<file path="src/rtl/float_add_pipe.sv">
`default_nettype none
// ============================================================================
// Module      : float_add_pipe
// Description : Three-stage pipelined IEEE-754 adder/subtractor with
//               parametrised exponent/fraction widths, round-to-nearest-even,
//               gradual underflow, exception flags and valid/ready backpressure.
//               Define FPU_ADD_FTZ_EN to flush subnormal inputs and results
//               to signed zero.
// Revision    : 1.0 - initial release
// ============================================================================
module float_add_pipe #(
    parameter int EXPONENT_WIDTH = 5,
    parameter int FRACTION_WIDTH = 10,
    parameter int FLOAT_WIDTH    = 1 + EXPONENT_WIDTH + FRACTION_WIDTH
) (
    input  logic                   CLK,
    input  logic                   RST,
    input  logic                   in_valid,
    output logic                   in_ready,
    input  logic [FLOAT_WIDTH-1:0] float1,
    input  logic [FLOAT_WIDTH-1:0] float2,
    input  logic                   op,
    output logic                   out_valid,
    input  logic                   out_ready,
    output logic [FLOAT_WIDTH-1:0] result,
    output logic                   flag_invalid,
    output logic                   flag_overflow,
    output logic                   flag_inexact
);

    // Significand field: hidden, fraction, guard, round, sticky
    localparam int c_SIG_W = FRACTION_WIDTH + 4;
    // Exponent arithmetic width with headroom for carry and normalisation
    localparam int c_XW    = EXPONENT_WIDTH + 2;
    localparam logic [EXPONENT_WIDTH-1:0] c_EXP_MAX = '1;

    logic w_advance;

    assign w_advance = ~(out_valid & ~out_ready);
    assign in_ready  = w_advance;

    // ------------------------------------------------------------------
    // Stage 1: unpack, order by magnitude, align smaller operand
    // ------------------------------------------------------------------
    logic                      w_sign_a, w_sign_b;
    logic [EXPONENT_WIDTH-1:0] w_exp_a, w_exp_b;
    logic [FRACTION_WIDTH-1:0] w_frac_a, w_frac_b;
    logic [FRACTION_WIDTH-1:0] w_man_a, w_man_b;
    logic                      w_ftz_in;
    logic                      w_a_large;
    logic                      w_sign_l, w_sign_s;
    logic [EXPONENT_WIDTH-1:0] w_exp_l, w_exp_s, w_eexp_l, w_eexp_s, w_diff;
    logic [FRACTION_WIDTH-1:0] w_man_l, w_man_s;
    logic [c_SIG_W-1:0]        w_sig_l, w_sig_s, w_sig_s_shift, w_sig_s_al;
    logic                      w_shift_lost;
    logic                      w_nan_a, w_nan_b, w_inf_a, w_inf_b;
    logic                      w_invalid, w_inf, w_inf_sign, w_zero_sign;

    // Stage-1 combinational unpack/swap/align and special-case classification
    always_comb begin
        w_sign_a = float1[FLOAT_WIDTH-1];
        w_sign_b = float2[FLOAT_WIDTH-1] ^ op;
        w_exp_a  = float1[FLOAT_WIDTH-2:FRACTION_WIDTH];
        w_exp_b  = float2[FLOAT_WIDTH-2:FRACTION_WIDTH];
        w_frac_a = float1[FRACTION_WIDTH-1:0];
        w_frac_b = float2[FRACTION_WIDTH-1:0];

`ifdef FPU_ADD_FTZ_EN
        // Subnormal inputs become zero of the same sign; a discarded nonzero
        // fraction makes the result inexact.
        w_man_a  = (w_exp_a == '0) ? '0 : w_frac_a;
        w_man_b  = (w_exp_b == '0) ? '0 : w_frac_b;
        w_ftz_in = ((w_exp_a == '0) && (w_frac_a != '0)) ||
                   ((w_exp_b == '0) && (w_frac_b != '0));
`else
        w_man_a  = w_frac_a;
        w_man_b  = w_frac_b;
        w_ftz_in = 1'b0;
`endif

        // Ties choose A so equal magnitudes keep A's sign as the result sign
        w_a_large = ({w_exp_a, w_man_a} >= {w_exp_b, w_man_b});
        w_sign_l  = w_a_large ? w_sign_a : w_sign_b;
        w_sign_s  = w_a_large ? w_sign_b : w_sign_a;
        w_exp_l   = w_a_large ? w_exp_a  : w_exp_b;
        w_exp_s   = w_a_large ? w_exp_b  : w_exp_a;
        w_man_l   = w_a_large ? w_man_a  : w_man_b;
        w_man_s   = w_a_large ? w_man_b  : w_man_a;

        // Subnormals share the minimum normal exponent
        w_eexp_l  = (w_exp_l == '0) ? EXPONENT_WIDTH'(1) : w_exp_l;
        w_eexp_s  = (w_exp_s == '0) ? EXPONENT_WIDTH'(1) : w_exp_s;
        w_diff    = w_eexp_l - w_eexp_s;

        w_sig_l   = {(w_exp_l != '0), w_man_l, 3'b000};
        w_sig_s   = {(w_exp_s != '0), w_man_s, 3'b000};

        w_sig_s_shift = w_sig_s >> w_diff;
        w_shift_lost  = |(w_sig_s & ~({c_SIG_W{1'b1}} << w_diff));
        if (32'(w_diff) >= 32'(c_SIG_W - 1)) begin
            w_sig_s_al = {{(c_SIG_W-1){1'b0}}, |w_sig_s};
        end else begin
            w_sig_s_al = {w_sig_s_shift[c_SIG_W-1:1], w_sig_s_shift[0] | w_shift_lost};
        end

        w_nan_a     = (w_exp_a == c_EXP_MAX) && (w_frac_a != '0);
        w_nan_b     = (w_exp_b == c_EXP_MAX) && (w_frac_b != '0);
        w_inf_a     = (w_exp_a == c_EXP_MAX) && (w_frac_a == '0);
        w_inf_b     = (w_exp_b == c_EXP_MAX) && (w_frac_b == '0);
        w_invalid   = w_nan_a | w_nan_b | (w_inf_a & w_inf_b & (w_sign_a ^ w_sign_b));
        w_inf       = w_inf_a | w_inf_b;
        w_inf_sign  = w_inf_a ? w_sign_a : w_sign_b;
        // An exact zero keeps a negative sign only when both addends are -0
        w_zero_sign = w_sign_a & w_sign_b;
    end

    logic                      r_s1_valid, r_s1_sign, r_s1_sub;
    logic [EXPONENT_WIDTH-1:0] r_s1_exp;
    logic [c_SIG_W-1:0]        r_s1_sig_l, r_s1_sig_s;
    logic                      r_s1_invalid, r_s1_inf, r_s1_inf_sign, r_s1_zero_sign, r_s1_ftz_in;

    // Stage-1 pipeline register
    always_ff @(posedge CLK) begin
        if (RST) begin
            r_s1_valid     <= 1'b0;
            r_s1_sign      <= 1'b0;
            r_s1_sub       <= 1'b0;
            r_s1_exp       <= '0;
            r_s1_sig_l     <= '0;
            r_s1_sig_s     <= '0;
            r_s1_invalid   <= 1'b0;
            r_s1_inf       <= 1'b0;
            r_s1_inf_sign  <= 1'b0;
            r_s1_zero_sign <= 1'b0;
            r_s1_ftz_in    <= 1'b0;
        end else if (w_advance) begin
            r_s1_valid     <= in_valid;
            r_s1_sign      <= w_sign_l;
            r_s1_sub       <= w_sign_l ^ w_sign_s;
            r_s1_exp       <= w_eexp_l;
            r_s1_sig_l     <= w_sig_l;
            r_s1_sig_s     <= w_sig_s_al;
            r_s1_invalid   <= w_invalid;
            r_s1_inf       <= w_inf;
            r_s1_inf_sign  <= w_inf_sign;
            r_s1_zero_sign <= w_zero_sign;
            r_s1_ftz_in    <= w_ftz_in;
        end
    end

    // ------------------------------------------------------------------
    // Stage 2: significand add / subtract (larger minus smaller)
    // ------------------------------------------------------------------
    logic [c_SIG_W:0] w_sum;

    // Stage-2 combinational add with carry-out retained
    always_comb begin
        if (r_s1_sub) begin
            w_sum = {1'b0, r_s1_sig_l} - {1'b0, r_s1_sig_s};
        end else begin
            w_sum = {1'b0, r_s1_sig_l} + {1'b0, r_s1_sig_s};
        end
    end

    logic                      r_s2_valid, r_s2_sign;
    logic [EXPONENT_WIDTH-1:0] r_s2_exp;
    logic [c_SIG_W:0]          r_s2_sum;
    logic                      r_s2_invalid, r_s2_inf, r_s2_inf_sign, r_s2_zero_sign, r_s2_ftz_in;

    // Stage-2 pipeline register
    always_ff @(posedge CLK) begin
        if (RST) begin
            r_s2_valid     <= 1'b0;
            r_s2_sign      <= 1'b0;
            r_s2_exp       <= '0;
            r_s2_sum       <= '0;
            r_s2_invalid   <= 1'b0;
            r_s2_inf       <= 1'b0;
            r_s2_inf_sign  <= 1'b0;
            r_s2_zero_sign <= 1'b0;
            r_s2_ftz_in    <= 1'b0;
        end else if (w_advance) begin
            r_s2_valid     <= r_s1_valid;
            r_s2_sign      <= r_s1_sign;
            r_s2_exp       <= r_s1_exp;
            r_s2_sum       <= w_sum;
            r_s2_invalid   <= r_s1_invalid;
            r_s2_inf       <= r_s1_inf;
            r_s2_inf_sign  <= r_s1_inf_sign;
            r_s2_zero_sign <= r_s1_zero_sign;
            r_s2_ftz_in    <= r_s1_ftz_in;
        end
    end

    // ------------------------------------------------------------------
    // Stage 3: normalise, round to nearest even, pack, apply exceptions
    // ------------------------------------------------------------------
    logic [c_XW-1:0] w_lzc;

    // Leading-zero count of the non-carry sum (c_SIG_W when all zero)
    always_comb begin
        w_lzc = c_XW'(c_SIG_W);
        for (int i = 0; i < c_SIG_W; i++) begin
            if (r_s2_sum[i]) begin
                w_lzc = c_XW'(c_SIG_W - 1 - i);
            end
        end
    end

    logic [c_XW-1:0]           w_exp_in, w_shift, w_exp_n, w_exp_f;
    logic [c_SIG_W-1:0]        w_norm;
    logic                      w_sum_zero, w_flush, w_inc, w_grs, w_ovf;
    logic [FRACTION_WIDTH+1:0] w_rounded;
    logic [FRACTION_WIDTH-1:0] w_frac_f;
    logic [FLOAT_WIDTH-1:0]    w_res;
    logic                      w_res_inv, w_res_ovf, w_res_inx;

    // Stage-3 combinational normalise/round/pack
    always_comb begin
        w_exp_in   = {2'b00, r_s2_exp};
        w_sum_zero = (r_s2_sum == '0);
        w_flush    = 1'b0;
        w_shift    = '0;
        w_norm     = '0;
        w_exp_n    = w_exp_in;

        if (r_s2_sum[c_SIG_W]) begin
            // Carry: one place right, folding the dropped bit into sticky
            w_norm  = {r_s2_sum[c_SIG_W:2], r_s2_sum[1] | r_s2_sum[0]};
            w_exp_n = w_exp_in + c_XW'(1);
        end else begin
`ifdef FPU_ADD_FTZ_EN
            w_shift = w_lzc;
            w_flush = !w_sum_zero && (w_lzc >= w_exp_in);
`else
            // Stop at exponent 1; anything left without a hidden bit is subnormal
            w_shift = (w_lzc < w_exp_in) ? w_lzc : (w_exp_in - c_XW'(1));
`endif
            w_norm  = r_s2_sum[c_SIG_W-1:0] << w_shift;
            w_exp_n = w_exp_in - w_shift;
        end

        w_grs     = w_norm[2] | w_norm[1] | w_norm[0];
        w_inc     = w_norm[2] & (w_norm[1] | w_norm[0] | w_norm[3]);
        w_rounded = {1'b0, w_norm[c_SIG_W-1:3]} + {{(FRACTION_WIDTH+1){1'b0}}, w_inc};

        if (w_rounded[FRACTION_WIDTH+1]) begin
            w_exp_f  = w_exp_n + c_XW'(1);
            w_frac_f = w_rounded[FRACTION_WIDTH:1];
        end else begin
            // No hidden bit here means a subnormal (or zero) encoding
            w_exp_f  = w_rounded[FRACTION_WIDTH] ? w_exp_n : '0;
            w_frac_f = w_rounded[FRACTION_WIDTH-1:0];
        end
        w_ovf = (w_exp_f >= {2'b00, c_EXP_MAX});

        w_res_inv = 1'b0;
        w_res_ovf = 1'b0;
        w_res_inx = 1'b0;
        if (r_s2_invalid) begin
            w_res     = {1'b0, c_EXP_MAX, 1'b1, {(FRACTION_WIDTH-1){1'b0}}};
            w_res_inv = 1'b1;
        end else if (r_s2_inf) begin
            w_res = {r_s2_inf_sign, c_EXP_MAX, {FRACTION_WIDTH{1'b0}}};
        end else if (w_flush) begin
            w_res     = {r_s2_sign, {(FLOAT_WIDTH-1){1'b0}}};
            w_res_inx = 1'b1;
        end else if (w_ovf) begin
            w_res     = {r_s2_sign, c_EXP_MAX, {FRACTION_WIDTH{1'b0}}};
            w_res_ovf = 1'b1;
            w_res_inx = 1'b1;
        end else begin
            w_res     = {(w_sum_zero ? r_s2_zero_sign : r_s2_sign),
                         w_exp_f[EXPONENT_WIDTH-1:0], w_frac_f};
            w_res_inx = w_grs | r_s2_ftz_in;
        end
    end

    logic                   r_out_valid, r_inv, r_ovf, r_inx;
    logic [FLOAT_WIDTH-1:0] r_result;

    // Output register; bubbles load zeros so idle outputs stay quiet
    always_ff @(posedge CLK) begin
        if (RST) begin
            r_out_valid <= 1'b0;
            r_result    <= '0;
            r_inv       <= 1'b0;
            r_ovf       <= 1'b0;
            r_inx       <= 1'b0;
        end else if (w_advance) begin
            r_out_valid <= r_s2_valid;
            r_result    <= r_s2_valid ? w_res : '0;
            r_inv       <= r_s2_valid & w_res_inv;
            r_ovf       <= r_s2_valid & w_res_ovf;
            r_inx       <= r_s2_valid & w_res_inx;
        end
    end

    assign out_valid     = r_out_valid;
    assign result        = r_result;
    assign flag_invalid  = r_inv;
    assign flag_overflow = r_ovf;
    assign flag_inexact  = r_inx;

endmodule
`default_nettype wire

</file>
<file path="config.mk">
export PLATFORM = sky130hd
export DESIGN_NAME = float_add_pipe
export DESIGN_NICKNAME = d
export VERILOG_FILES = /design/src/rtl/float_add_pipe.sv
export SDC_FILE = /design/constraint.sdc
export NUM_CORES = 1
export LEC_CHECK = 0
export CELL_PAD_IN_SITES_DETAIL_PLACEMENT = 1
export CELL_PAD_IN_SITES_GLOBAL_PLACEMENT = 1
export CORE_UTILIZATION = 29
export CTS_CLUSTER_SIZE = 16
export DETAILED_ROUTE_END_ITERATION = 8
export PLACE_DENSITY = 0.62
export RECOVER_POWER = 50
export SLEW_MARGIN = 20
export SYNTH_ARGS = -nofsm -noshare
export SYNTH_HDL_FRONTEND = slang
export SYNTH_SLANG_ARGS = --single-unit
</file>
<file path="constraint.sdc">
create_clock -name CLK -period 7.7 [get_ports CLK]
set_input_delay 1.54 -clock CLK [delete_from_list [all_inputs] [get_ports CLK]]
set_output_delay 1.54 -clock CLK [all_outputs]
set_load 0.1 [all_outputs]
</file>
==> impl_metrics.toml <==
[final_layout]
drive_gt1_share_pct = 8.26
synthToLayoutAreaGrowth_pct = 14.3
utilization_pct = 34.1
nets = 1167
fillCellCount = 3212
antenna_cells = 0

[clock_tree]
htree_num_levels = 3
cts_buffers = 9
cts.sinks = 83
post_cts_buffers = 0
cts_hold_buf = 0
clk_pin_slew_worst_paths_ns = 0.07
clk_path_buf_depth = 2
cts_tree = "done"
cts_root_buf = "clkbuf_16"
clk_latency_ns = 0.36
cts_resized = 0

[yosys]
async_reset_ff_share_pct = 0
syn_area_per_cell_um2 = 7.49
synth_area_leaders = "dfxtp_1, ha_1, nand2_1"
netlist_area_um2 = 7860
synth-edff-count = 0
ys_seq_elements = 83
synthDistinctLibCells = 100
yosys_warnings = 0
ys_seq_area_share_pct = 21.1
synth_top_cell_by_area = "dfxtp_1"
synth_top_area_share_pct = 21.1
synthesis.nets = 1144
synthFlopType = "dfxtp_1"
syn_inst = 1050

[grt]
track_usage_pct = 18.7
grt_max_degree = 78
grt-ovfl-total = 0
antenna_found_initial = 0
grt_pass1_wl_mm = 42.2
first_global_vias = 7734

[floorplan]
initial_core_util_pct = 29.8
die_y_um = 167
io_pins = 58
die-area_um2 = 27800
fp.dieW_um = 167
rows = 59
core_um2 = 26400

[status]
status = "finished with violations"
violations = "capacitance limit, slew limit"

[critical_path]
path_max_fanout = 5
path_class = "input port to flop"
required_ns = 7.83
worstSetupStartpointType = "input port"
end_kind = "flop"
critPathArrivalTime_ns = 6.89

[timing]
rsz0062_at_grt = "no"
setup_tns_ns = 0
finalCritPeriodShare_pct = 87.8
hold_viol_final = 0
timing.final.max_slew_violations = 121
setup_viol = 0
slew_headroom_pct = -81.7
finClkSkew_ns = 0.0151
tightest_slew_ns = 2.72
fmax_ghz = 0.148
fin_crit_ns = 6.76

[placed_design]
hpwl_mm = 20.0
port_buffers = 57
gp_congestion = 0.906

[power_and_ir_drop]
ir_drop_mv = 0.149
p_leak_nw = 3.57
p_per_area_nw_per_um2 = 349
p_total_mw = 3.14

[drt]
drtIter0Drc = 375
remaining_drc_errors = 0
drt_first_pass_iters = 5
wl_mm = 25.6
antenna_left = 0
vias_per_cell = 5.48
num_vias = 7747
wire_per_inst_um = 18.1

[min_path]
min_path_type = "flop to flop"

[flow_run]
cap_viol_max_count = 2
[metrics by stage]
stage	setup WS, ns	instances	hold WS (ns)	cell area [µm²]
after floorplan	1.44	1050	0.431	7860
after global placement	0.863	1397	0.442	8700
after detailed placement	0.674	1397	0.445	8700
after CTS	1.04	1413	0.449	9010
after global routing	0.438	1413	0.477	8990
final	0.937	1413	0.451	8990
[critical path: stages]
cell,delay [ns]
clkdlybuf4s50_1,0.49
inv_1,0.07
ha_1,0.28
nor2b_1,0.13
o21a_1,0.16
o21a_1,0.16
o21a_1,0.15
o21ai_0,0.24
a21oi_1,0.23
nor3_1,0.23
a21oi_1,0.10
and4_1,0.25
a211oi_1,0.24
a21o_1,0.15
ha_1,0.15
inv_1,0.06
fa_1,0.44
a21o_1,0.18
a21oi_1,0.27
xnor2_1,0.23
nor2_1,0.22
o21ai_0,0.11
a21boi_0,0.28
o21ai_0,0.11
a211oi_1,0.28
o32ai_1,0.13
[layout make-up]
cell class	instances	area (µm²)	area share, %
Inverter	72	274	3.05
Timing Repair Buffer	71	659	7.34
Clock buffer	9	225	2.51
Sequential cell	83	1660	18.5
Tap cell	335	419	4.66
Multi-Input combinational cell	836	5670	63.0
Clock inverter	7	83.8	0.933
[flip-flops by register name, indices dropped and copies added (netlist names), 5 cells and up]
signal,flops
r_s1_exp,5
r_s1_sig_l,11
r_s1_sig_s,14
r_s2_exp,5
r_s2_sum,15
result,16
[cells in the final DEF, fill, tap and decap left out, types with 8 or more instances in the layout]
cell type / instances
clkbuf_16: 9
nor3_1: 25
a311oi_1: 15
inv_1: 68
nand3_1: 27
a31oi_1: 11
mux4_2: 8
mux2i_1: 35
ha_1: 54
dlygate4sd3_1: 21
o31ai_2: 11
xnor2_1: 17
nor2_1: 115
a21o_1: 13
nand2b_1: 11
xor2_1: 13
clkdlybuf4s50_1: 35
dfxtp_1: 83
o21a_1: 8
a21oi_1: 98
buf_4: 11
a211oi_1: 20
o21ai_0: 48
nor4_1: 8
nor2b_1: 8
nand2_1: 132
[per-layer routing]
layer | part of all wire, % | routed length (µm) | global-route usage (%)
met1 | 52 | 13200 | 26.9
met2 | 45 | 11400 | 30.0
met3 | 2.4 | 606 | 1.73
met4 | 1.5 | 376 | 4.51
met5 | 0 | 0 | 0
[Yosys cell counts, types with 9 or more instances]
cell and n:
a211oi_1 20, mux2i_1 35, o31ai_2 11, dfxtp_1 83, nor2_1 116, o21ai_0 48, nand2_1 132, xor2_1 13
nand3_1 27, ha_1 54, nand2b_1 11, a31oi_1 11, a21o_1 13, a21oi_1 98, a311oi_1 15, inv_1 68
clkbuf_1 37, xnor2_1 17, buf_1 9, nor3_1 25
[final timing paths]
path	start	endpoint	slack [ns]	cells after the start
hold / removal	result[15]	result[15]	0.45	2
hold reg to reg	result[15]	result[15]	0.45	2
setup / recovery	float2[1]	r_s1_sig_s[0]	0.94	26
setup reg to reg	r_s2_sum[0]	result[0]	1.25	23
[cells by family (layout without fill, tap and decap cells)]
logic type | Yosys count | after routing | synth area share [%]
AO/OA/AOI/OAI | 323 | 323 | 29.5
XOR/XNOR | 30 | 30 | 3.34
adder cells (fa/ha/maj) | 58 | 58 | 9.48
buffers and inverters | 131 | 159 | 6.84
flip-flops | 83 | 83 | 21.1
multiplexers | 49 | 49 | 7.83
AND/OR/NAND/NOR | 376 | 376 | 21.9
[power by group]
| part | internal (mW) | switching, mW | leakage [nW] | total, mW |
|---|---|---|---|---|
| Combinational | 0.770 | 1.32 | 2.74 | 2.09 |
| Clock | 0.258 | 0.214 | 0.149 | 0.472 |
| Sequential | 0.487 | 0.0876 | 0.680 | 0.574 |
| Total | 1.52 | 1.63 | 3.57 | 3.14 |
Note: power is estimated with default switching activity, not from simulation.
